`src/rtl/hex_msg_scroller.sv`:
```
`default_nettype none
// ============================================================================
//  Module      : hex_msg_scroller
//  Description : Scrolls "HELLO" + 3 blanks across N_DIGITS active-low
//                7-segment displays, one position per divided tick.
//                SW[0] is an asynchronous active-high reset.
//                SW[3:1] select pause, direction and one-shot mode.
//                Optional build macro HEX_DP_MARK_EN lights the decimal point
//                on the digit that shows the first glyph of the message.
//  Revision    : 1.0 - initial release
// ============================================================================
module hex_msg_scroller #(
  parameter int TICK_DIV = 50_000_000,
  parameter int N_DIGITS = 4
) (
  input  logic                  CLOCK_50,
  input  logic [3:0]            SW,
  output logic [8*N_DIGITS-1:0] HEX,
  output logic [2:0]            pos,
  output logic                  wrap
);

  localparam int             c_QW     = $clog2(TICK_DIV);
  localparam logic [c_QW-1:0] c_Q_LAST = c_QW'(TICK_DIV - 1);

  typedef enum logic [1:0] {
    ST_RUN   = 2'd0,
    ST_PAUSE = 2'd1,
    ST_DONE  = 2'd2
  } state_t;

  logic                  w_rst;
  logic [2:0]            r_sw_meta;
  logic [2:0]            r_sw_sync;
  logic                  w_pause;
  logic                  w_dir;
  logic                  w_oneshot;

  state_t                r_state;
  state_t                w_state_nxt;
  logic [2:0]            r_pos;
  logic [2:0]            w_pos_nxt;
  logic [c_QW-1:0]       r_q;
  logic [c_QW-1:0]       w_q_nxt;
  logic                  r_wrap;
  logic                  w_wrap_nxt;
  logic [8*N_DIGITS-1:0] r_hex;
  logic [8*N_DIGITS-1:0] w_hex_disp;

  assign w_rst     = SW[0];
  assign w_pause   = r_sw_sync[0];
  assign w_dir     = r_sw_sync[1];
  assign w_oneshot = r_sw_sync[2];

  // Active-high glyph ROM for the 8-entry message.
  function automatic logic [6:0] f_glyph(input logic [2:0] idx);
    logic [6:0] g;
    case (idx)
      3'd0:    g = 7'h76; // H
      3'd1:    g = 7'h79; // E
      3'd2:    g = 7'h38; // L
      3'd3:    g = 7'h38; // L
      3'd4:    g = 7'h3F; // O
      default: g = 7'h00; // blank
    endcase
    return g;
  endfunction

  // One active-low digit: digit k shows message index pos + (N_DIGITS-1-k).
  function automatic logic [7:0] f_digit(input logic [2:0] p, input int k);
    logic [2:0] idx;
    logic [7:0] d;
    idx     = p + 3'(N_DIGITS - 1 - k);
    d[6:0]  = ~f_glyph(idx);
`ifdef HEX_DP_MARK_EN
    d[7]    = (idx != 3'd0);
`else
    d[7]    = 1'b1;
`endif
    return d;
  endfunction

  // Two-flop synchroniser for the mode switches.
  always_ff @(posedge CLOCK_50 or posedge w_rst) begin
    if (w_rst) begin
      r_sw_meta <= 3'b000;
      r_sw_sync <= 3'b000;
    end else begin
      r_sw_meta <= SW[3:1];
      r_sw_sync <= r_sw_meta;
    end
  end

  // State, position, divider and wrap registers.
  always_ff @(posedge CLOCK_50 or posedge w_rst) begin
    if (w_rst) begin
      r_state <= ST_RUN;
      r_pos   <= 3'd0;
      r_q     <= '0;
      r_wrap  <= 1'b0;
    end else begin
      r_state <= w_state_nxt;
      r_pos   <= w_pos_nxt;
      r_q     <= w_q_nxt;
      r_wrap  <= w_wrap_nxt;
    end
  end

  // Next-state logic; pause takes priority over a coinciding tick.
  always_comb begin
    w_state_nxt = r_state;
    w_pos_nxt   = r_pos;
    w_q_nxt     = r_q;
    w_wrap_nxt  = 1'b0;
    case (r_state)
      ST_RUN: begin
        if (w_pause) begin
          w_state_nxt = ST_PAUSE;
          w_q_nxt     = '0;
        end else if (r_q == c_Q_LAST) begin
          w_q_nxt = '0;
          if (!w_dir) begin
            w_pos_nxt  = r_pos + 3'd1;
            w_wrap_nxt = (r_pos == 3'd7);
          end else begin
            w_pos_nxt  = r_pos - 3'd1;
            w_wrap_nxt = (r_pos == 3'd0);
          end
          if (w_wrap_nxt && w_oneshot) begin
            w_state_nxt = ST_DONE;
            w_pos_nxt   = 3'd0;
          end
        end else begin
          w_q_nxt = r_q + c_QW'(1);
        end
      end
      ST_PAUSE: begin
        w_q_nxt = '0;
        if (!w_pause) begin
          w_state_nxt = ST_RUN;
        end
      end
      ST_DONE: begin
        w_q_nxt   = '0;
        w_pos_nxt = 3'd0;
        if (!w_oneshot) begin
          w_state_nxt = ST_RUN;
        end
      end
      default: begin
        w_state_nxt = ST_RUN;
        w_pos_nxt   = 3'd0;
        w_q_nxt     = '0;
      end
    endcase
  end

  // Display image for the current position; blank once the one-shot is done.
  always_comb begin
    w_hex_disp = '1;
    if (r_state != ST_DONE) begin
      for (int k = 0; k < N_DIGITS; k++) begin
        w_hex_disp[8*k +: 8] = f_digit(r_pos, k);
      end
    end
  end

  // Registered display outputs, one cycle behind the position.
  always_ff @(posedge CLOCK_50 or posedge w_rst) begin
    if (w_rst) begin
      r_hex <= '1;
    end else begin
      r_hex <= w_hex_disp;
    end
  end

  assign HEX  = r_hex;
  assign pos  = r_pos;
  assign wrap = r_wrap;

endmodule
`default_nettype wire

```
`config.mk`:
```
export PLATFORM = sky130hd
export DESIGN_NAME = hex_msg_scroller
export DESIGN_NICKNAME = d
export VERILOG_FILES = /design/src/rtl/hex_msg_scroller.sv
export SDC_FILE = /design/constraint.sdc
export NUM_CORES = 1
export LEC_CHECK = 0
export ABC_CLOCK_PERIOD_IN_PS = 1800
export BUFFER_PORTS_ARGS = -buffer_cell sky130_fd_sc_hd__buf_4
export CORE_UTILIZATION = 51
export DETAILED_ROUTE_END_ITERATION = 7
export HOLD_SLACK_MARGIN = 0.15
export PLACE_DENSITY_LB_ADDON = 0.1
export SYNTH_ARGS = -nofsm -noshare
export SYNTH_HDL_FRONTEND = slang
export SYNTH_SLANG_ARGS = --single-unit
```
`constraint.sdc`:
```
create_clock -name CLOCK_50 -period 1.8 [get_ports CLOCK_50]
set_input_delay 0.27 -clock CLOCK_50 [delete_from_list [all_inputs] [get_ports CLOCK_50]]
set_output_delay 0.27 -clock CLOCK_50 [all_outputs]
set_load 0.005 [all_outputs]
```
=== Yosys cells after proc, flatten, opt, wreduce, memory -nomap -nowiden ===
Index checks and enable logic that the tools add are counted.

* Reduce and logical (&&, ||, !) cells: 12
* Mux-type cells: 30
* Bitwise operators: 5
* $add $sub $neg: 5
* Equal/unequal tests: 27

{| class="wikitable"
|+ Operator list
! kind !! number
|-
| case mux 7 bit (4 select lines) || 4
|-
| two-way mux 26 bit || 3
|-
| two-way mux 31 bit || 1
|-
| two-way mux 7 bit || 4
|-
| inverter 7 bit || 4
|-
| adder 26 x 1 -> 26 bit, second input constant || 1
|-
| equality test 26 bit, second input constant || 1
|-
| equality test 3 x 2 -> 1 bit, second input constant || 8
|-
| equality test 3 bit, second input constant || 5
|-
| equality test 3 x 1 -> 1 bit, second input constant || 4
|-
| logical NOT 3 bit || 4
|-
| two-way mux 3 bit || 4
|-
| two-way mux 2 bit || 5
|-
| inequality test 2 bit, second input constant || 5
|-
| OR reduction 2 bit || 4
|-
| two-way mux 1 bit || 7
|-
| adder 3 x 2 -> 3 bit, second input constant || 2
|-
| inequality test 3 bit, second input constant || 2
|-
| case mux 2 bit (3 select lines) || 1
|-
| case mux 3 bit (2 select lines) || 1
|-
| AND reduction 4 bit || 1
|-
| adder 3 x 1 -> 3 bit, second input constant || 1
|-
| AND reduction 3 bit || 1
|-
| subtractor 3 x 1 -> 3 bit, second input constant || 1
|-
| other kinds (5) || 5
|}

* Bits of input ports: 5
* Register bits: 70
* Output and inout bits: 36
* Word-level logic and storage cells: 86

=== Logic depth before layout (Yosys ltp) ===
* Depth in word-level cells: 10
* Gate-level depth with buffers: 7
* Depth with buffers taken out: 6

=== Worst setup path after synthesis ===
OpenSTA, ideal clock, no wires.

* Path kind: flip-flop to flip-flop
* Start: reg r_q[5]
* End: reg r_q[21]
* Clock period less this slack: 1,830 ps
* Library setup time: 73 ps
* Stages on the path, launching flop included: 6
* Data arrival time: 1,757 ps
* Setup slack: -30 ps
* Path buffers: 1
* Required time: 1,727 ps
* Cells stage by stage: dfrtp_1 -> nand2_2 -> or4_1 -> buf_2 -> or4_4 -> a21oi_2

* Word-level cells in the longest chain between the ends: 4
* Elaborated cells on any way between the ends: 5
* Those cells by class: 1 x add/sub; 1 x eq/ne; 3 x mux

{| class="wikitable"
|+ RTL lines
! element !! line !! source
|-
| start, declared || 43 || <nowiki>logic [c_QW-1:0] r_q;</nowiki>
|-
| start signal, assigned || 104 || <nowiki>r_q <= w_q_nxt;</nowiki>
|-
| adder 26 x 1 -> 26 bit / equality test 26 bit (equally long branches) || 134, 120 ||
|-
| two-way mux 26 bit * || 120 || <nowiki>end else if (r_q == c_Q_LAST) begin</nowiki>
|-
| two-way mux 26 bit * || 117 || <nowiki>if (w_pause) begin</nowiki>
|-
| two-way mux 26 bit * || 115 || <nowiki>case (r_state)</nowiki>
|-
| named net w_q_nxt[21] || 44 || <nowiki>logic [c_QW-1:0] w_q_nxt;</nowiki>
|}

The timed path passes the listed nets; every way through them passes the cells marked *.
A chain may end at the register's enable or synchronous reset.

=== Worst setup path after layout ===
* Start: reg r_q[9]
* End: reg r_q[23]

The elaborated chain is that of the path after synthesis.

==> key figures <==
Outcome
  • Status: finished with violations
  • Failing checks: negative setup slack

Synthesis
  • Post-synthesis sequential area ratio: 0.5146
  • Syn Std Cell Area: ~0.0029 mm²
  • #FFs+latches synth: 58
  • Commonest register cell after synthesis: sky130_fd_sc_hd__dfrtp_1
  • Synth unique cells: 46
  • EDFF count, synth: 0
  • Syn Inst Count: ~280
  • Mean post-synth cell area: around 10 µm²
  • Async set-reset flop share out of synthesis: 1.000
  • Number of warnings printed during yosys synthesis: 0

Cells and area
  • Fraction of final layout cells with drive strength greater than 1: 0.4180
  • Leading cell types in the layout, fill and taps excluded: 80 x sky130_fd_sc_hd__buf_4, 37 x sky130_fd_sc_hd__dfrtp_1, 21 x sky130_fd_sc_hd__nor2_1, 20 x sky130_fd_sc_hd__dfstp_2, 17 x sky130_fd_sc_hd__o21ai_0
  • Area Growth Syn to Fin: 35.32%
  • Non-filler cells, final: between 400 and 500
  • Commonest non-fill, non-tap cell in the layout: sky130_fd_sc_hd__buf_4
  • Number of diodes added for antenna fixing: 0
  • Final core utilization: 0.7367
  • Number of nets in the finished design: approximately 380

Floorplan
  • Chip Width: approximately 77 µm
  • Core ar.: 0.005270 mm²
  • Io pins: 41
  • Die area: between 0.005 and 0.006 mm²
  • Die extent in y: approximately 77 µm
  • Initial standard-cell utilization of the core: 0.5444
  • Num rows: 26

Pwr
  • Pwr/cell area: 690.1 mW/mm²
  • LEAKAGE: 1.693 nW
  • Peak VDD IR: just under 0.6 mV

STA
  • Post-route fraction of the period consumed by the critical path: 1.007
  • Unrepaired setup endpoints after global routing: true
  • Count of endpoints failing setup in the final report: 1
  • Maximum clock frequency: 551.8 MHz
  • Min Tclk post-route: between 1.5 and 2 ns
  • Pins over their slew limit: 0
  • Final number of hold-violating endpoints: 0
  • Setup slack of the critical path after layout: -0.01215 ns
  • Worst clock skew: between 0.01 and 0.015 ns

Worst setup path
  • Kind of cell adding the most delay to the critical path: simple AND/OR/NAND/NOR gates
  • Worst path required time: 2.06 ns
  • Endpoint kind of the worst setup timing path: flop
  • CP max stage cell: sky130_fd_sc_hd__or4_4
  • Critical path buffers and inverters: 0
  • Worst-path maximum fanout: 8
  • Crit path DAT: 2.07 ns
  • Crit Path Class: reg -> reg
  • Most common cell type on the critical path: sky130_fd_sc_hd__or4_4
  • Kind of start point of the critical path: flop
  • Largest incremental delay on the critical path: 0.61 ns
  • Sequence of cells on the critical path: nand3_2, or4_4, or4_4, a21oi_2

GRT
  • Global router's overall resource usage: 0.2423
  • Antenna violations before repair: 0
  • Aggregate global routing overflow: 0
  • Vias in the first global route: about 2,400
  • First-pass GRT wire length: between 10,000 and 15,000 µm
  • Maximum number of pins on one net before global-route repair: 20

Place
  • Post-Place Setup Slack: -0.01611 ns
  • Routability-driven placement congestion ratio: roughly 0.8
  • Final HPWL DP: about 4500 µm
  • Cells after DPL: about 400
  • Count of buffers from port buffering: 36

Hold path
  • Class of the worst hold path: reg -> reg

Route
  • Drt first pass iters: 4
  • Post-detailed-route wirelength per cell: 15.33 µm
  • Via density per instance: between 5 and 6
  • DRC marker count from the first detailed-route iteration: between 150 and 200
  • Total length of routed wires: approximately 6700 µm
  • Post-detailed-route DRC marker count: 0
  • Via count: 2,400
  • Post-DRT Antenna Nets: 0

Clocking
  • H-Tree Level Count: 3
  • Bufs on Longest Clock Path: 2
  • CTS Root Cell: sky130_fd_sc_hd__clkbuf_8
  • Clk sinks: a little under 60
  • TritonCTS clock tree: done
  • Total clock buffers created by CTS: 9
  • Clock slew at the register clock pins of the worst setup and hold paths: roughly 0.07 ns
  • Later-pin clock latency in the skew report: between 0.3 and 0.4 ns

Job
  • Max-capacitance violation count: 0
per-layer routing:
metal / routed length, µm / GRT usage
met2: 3208 / 0.3848
met5: 0 / 0
met4: 63 / 0.07547
met3: 325 / 0.06905
met1: 3088 / 0.3216
cells in the mapped netlist (4+ instances only):
master                      n  area [µm²]
sky130_fd_sc_hd__o31ai_1    7       52.55
sky130_fd_sc_hd__a21oi_1   13       65.06
sky130_fd_sc_hd__nand2_1   15       56.30
sky130_fd_sc_hd__buf_4     12       90.09
sky130_fd_sc_hd__clkbuf_1   7       26.28
sky130_fd_sc_hd__xor2_1     7       61.31
sky130_fd_sc_hd__nor2b_1    4       25.02
sky130_fd_sc_hd__dfstp_2   20       525.5
sky130_fd_sc_hd__nor3_1     9       45.04
sky130_fd_sc_hd__nand4_1   10       62.56
sky130_fd_sc_hd__nand2b_1   4       25.02
sky130_fd_sc_hd__or4_1      6       45.04
sky130_fd_sc_hd__nor2_1    21       78.83
sky130_fd_sc_hd__inv_1      9       33.78
sky130_fd_sc_hd__and2_1     4       25.02
sky130_fd_sc_hd__dfrtp_1   38       950.9
sky130_fd_sc_hd__nand3_1   10       50.05
sky130_fd_sc_hd__o21ai_0   17       85.08
sky130_fd_sc_hd__or3_1      9       56.30
sky130_fd_sc_hd__ha_1      11       137.6
sky130_fd_sc_hd__xnor2_1    6       52.55
timing repair:
action,in CTS,in global routing
hold buffers,4,0
endpoints found under the hold margin,33,0
buffers inserted,4,9
resized for setup,12,15
endpoints found under the setup margin,21,29
gates cloned,0,1
pin swaps,8,5
sequential cells by signal (all words and copies together), names as in the netlist:
signal,cells
HEX,20
pos,3
r_q,26
r_state,2
r_sw_meta,3
r_sw_sync,3
wrap,1
per-stage QoR:
step | setup TNS (ns) | cell area, µm² | hold slack [ns] | power [W]
2_1_floorplan | 0 | 2895 | 0.3014 | 0.001394
6_report | -0.01215 | 3882 | 0.3465 | 0.002679
3_3_place_gp | 0 | 3406 | 0.1884 | 0.001424
3_5_place_dp | -0.06057 | 3406 | 0.1953 | 0.001425
4_1_cts | 0 | 3745 | 0.3510 | 0.002686
5_1_grt | -0.8501 | 3882 | 0.3570 | 0.002770
area by class of cell:
class,count,area (µm²)
flip-flops and latches,58,1478
fillers,404,1388
multi-input cells,192,1334
repair buffers,91,742.0
clock buffers,14,172.7
well taps,70,87.58
clock inverters,2,35.03
inverters,9,33.78
report_power, final:
part	leakage [nW]	switching (W)	internal, W
Combinational	0.866	0.0000541	0.0000435
Clock	0.107	0.000506	0.000752
Sequential	0.720	0.00000761	0.00132
Total	1.69	0.000568	0.00211
logic make-up (layout without fill, tap and decap cells):
family | count (synthesis) | after routing | synth area share
mux | 4 | 4 | 0.01439
compound gates | 50 | 50 | 0.1090
fa+ha+maj | 11 | 11 | 0.04797
buf+inv | 31 | 116 | 0.05757
other cells | 1 | 4 | 0.001307
xor+xnor | 13 | 13 | 0.03969
flops | 58 | 58 | 0.5146
simple gates | 110 | 110 | 0.2154
path summary, 6_finish.rpt:
path | start | endpoint | slack (ns) | cells after the start
worst min register to register | r_sw_meta[1] | r_sw_sync[1] | 0.35 | 0
min in group asynchronous | SW[0] | pos[0] | 0.41 | 3
worst max-delay path | r_q[9] | r_q[23] | -0.01 | 4
worst max register to register | r_q[9] | r_q[23] | -0.01 | 4
max in group asynchronous | SW[0] | HEX[14] | 0.86 | 4
worst min-delay path | r_sw_meta[1] | r_sw_sync[1] | 0.35 | 0
No activity file was read; power rests on OpenSTA's default activity.
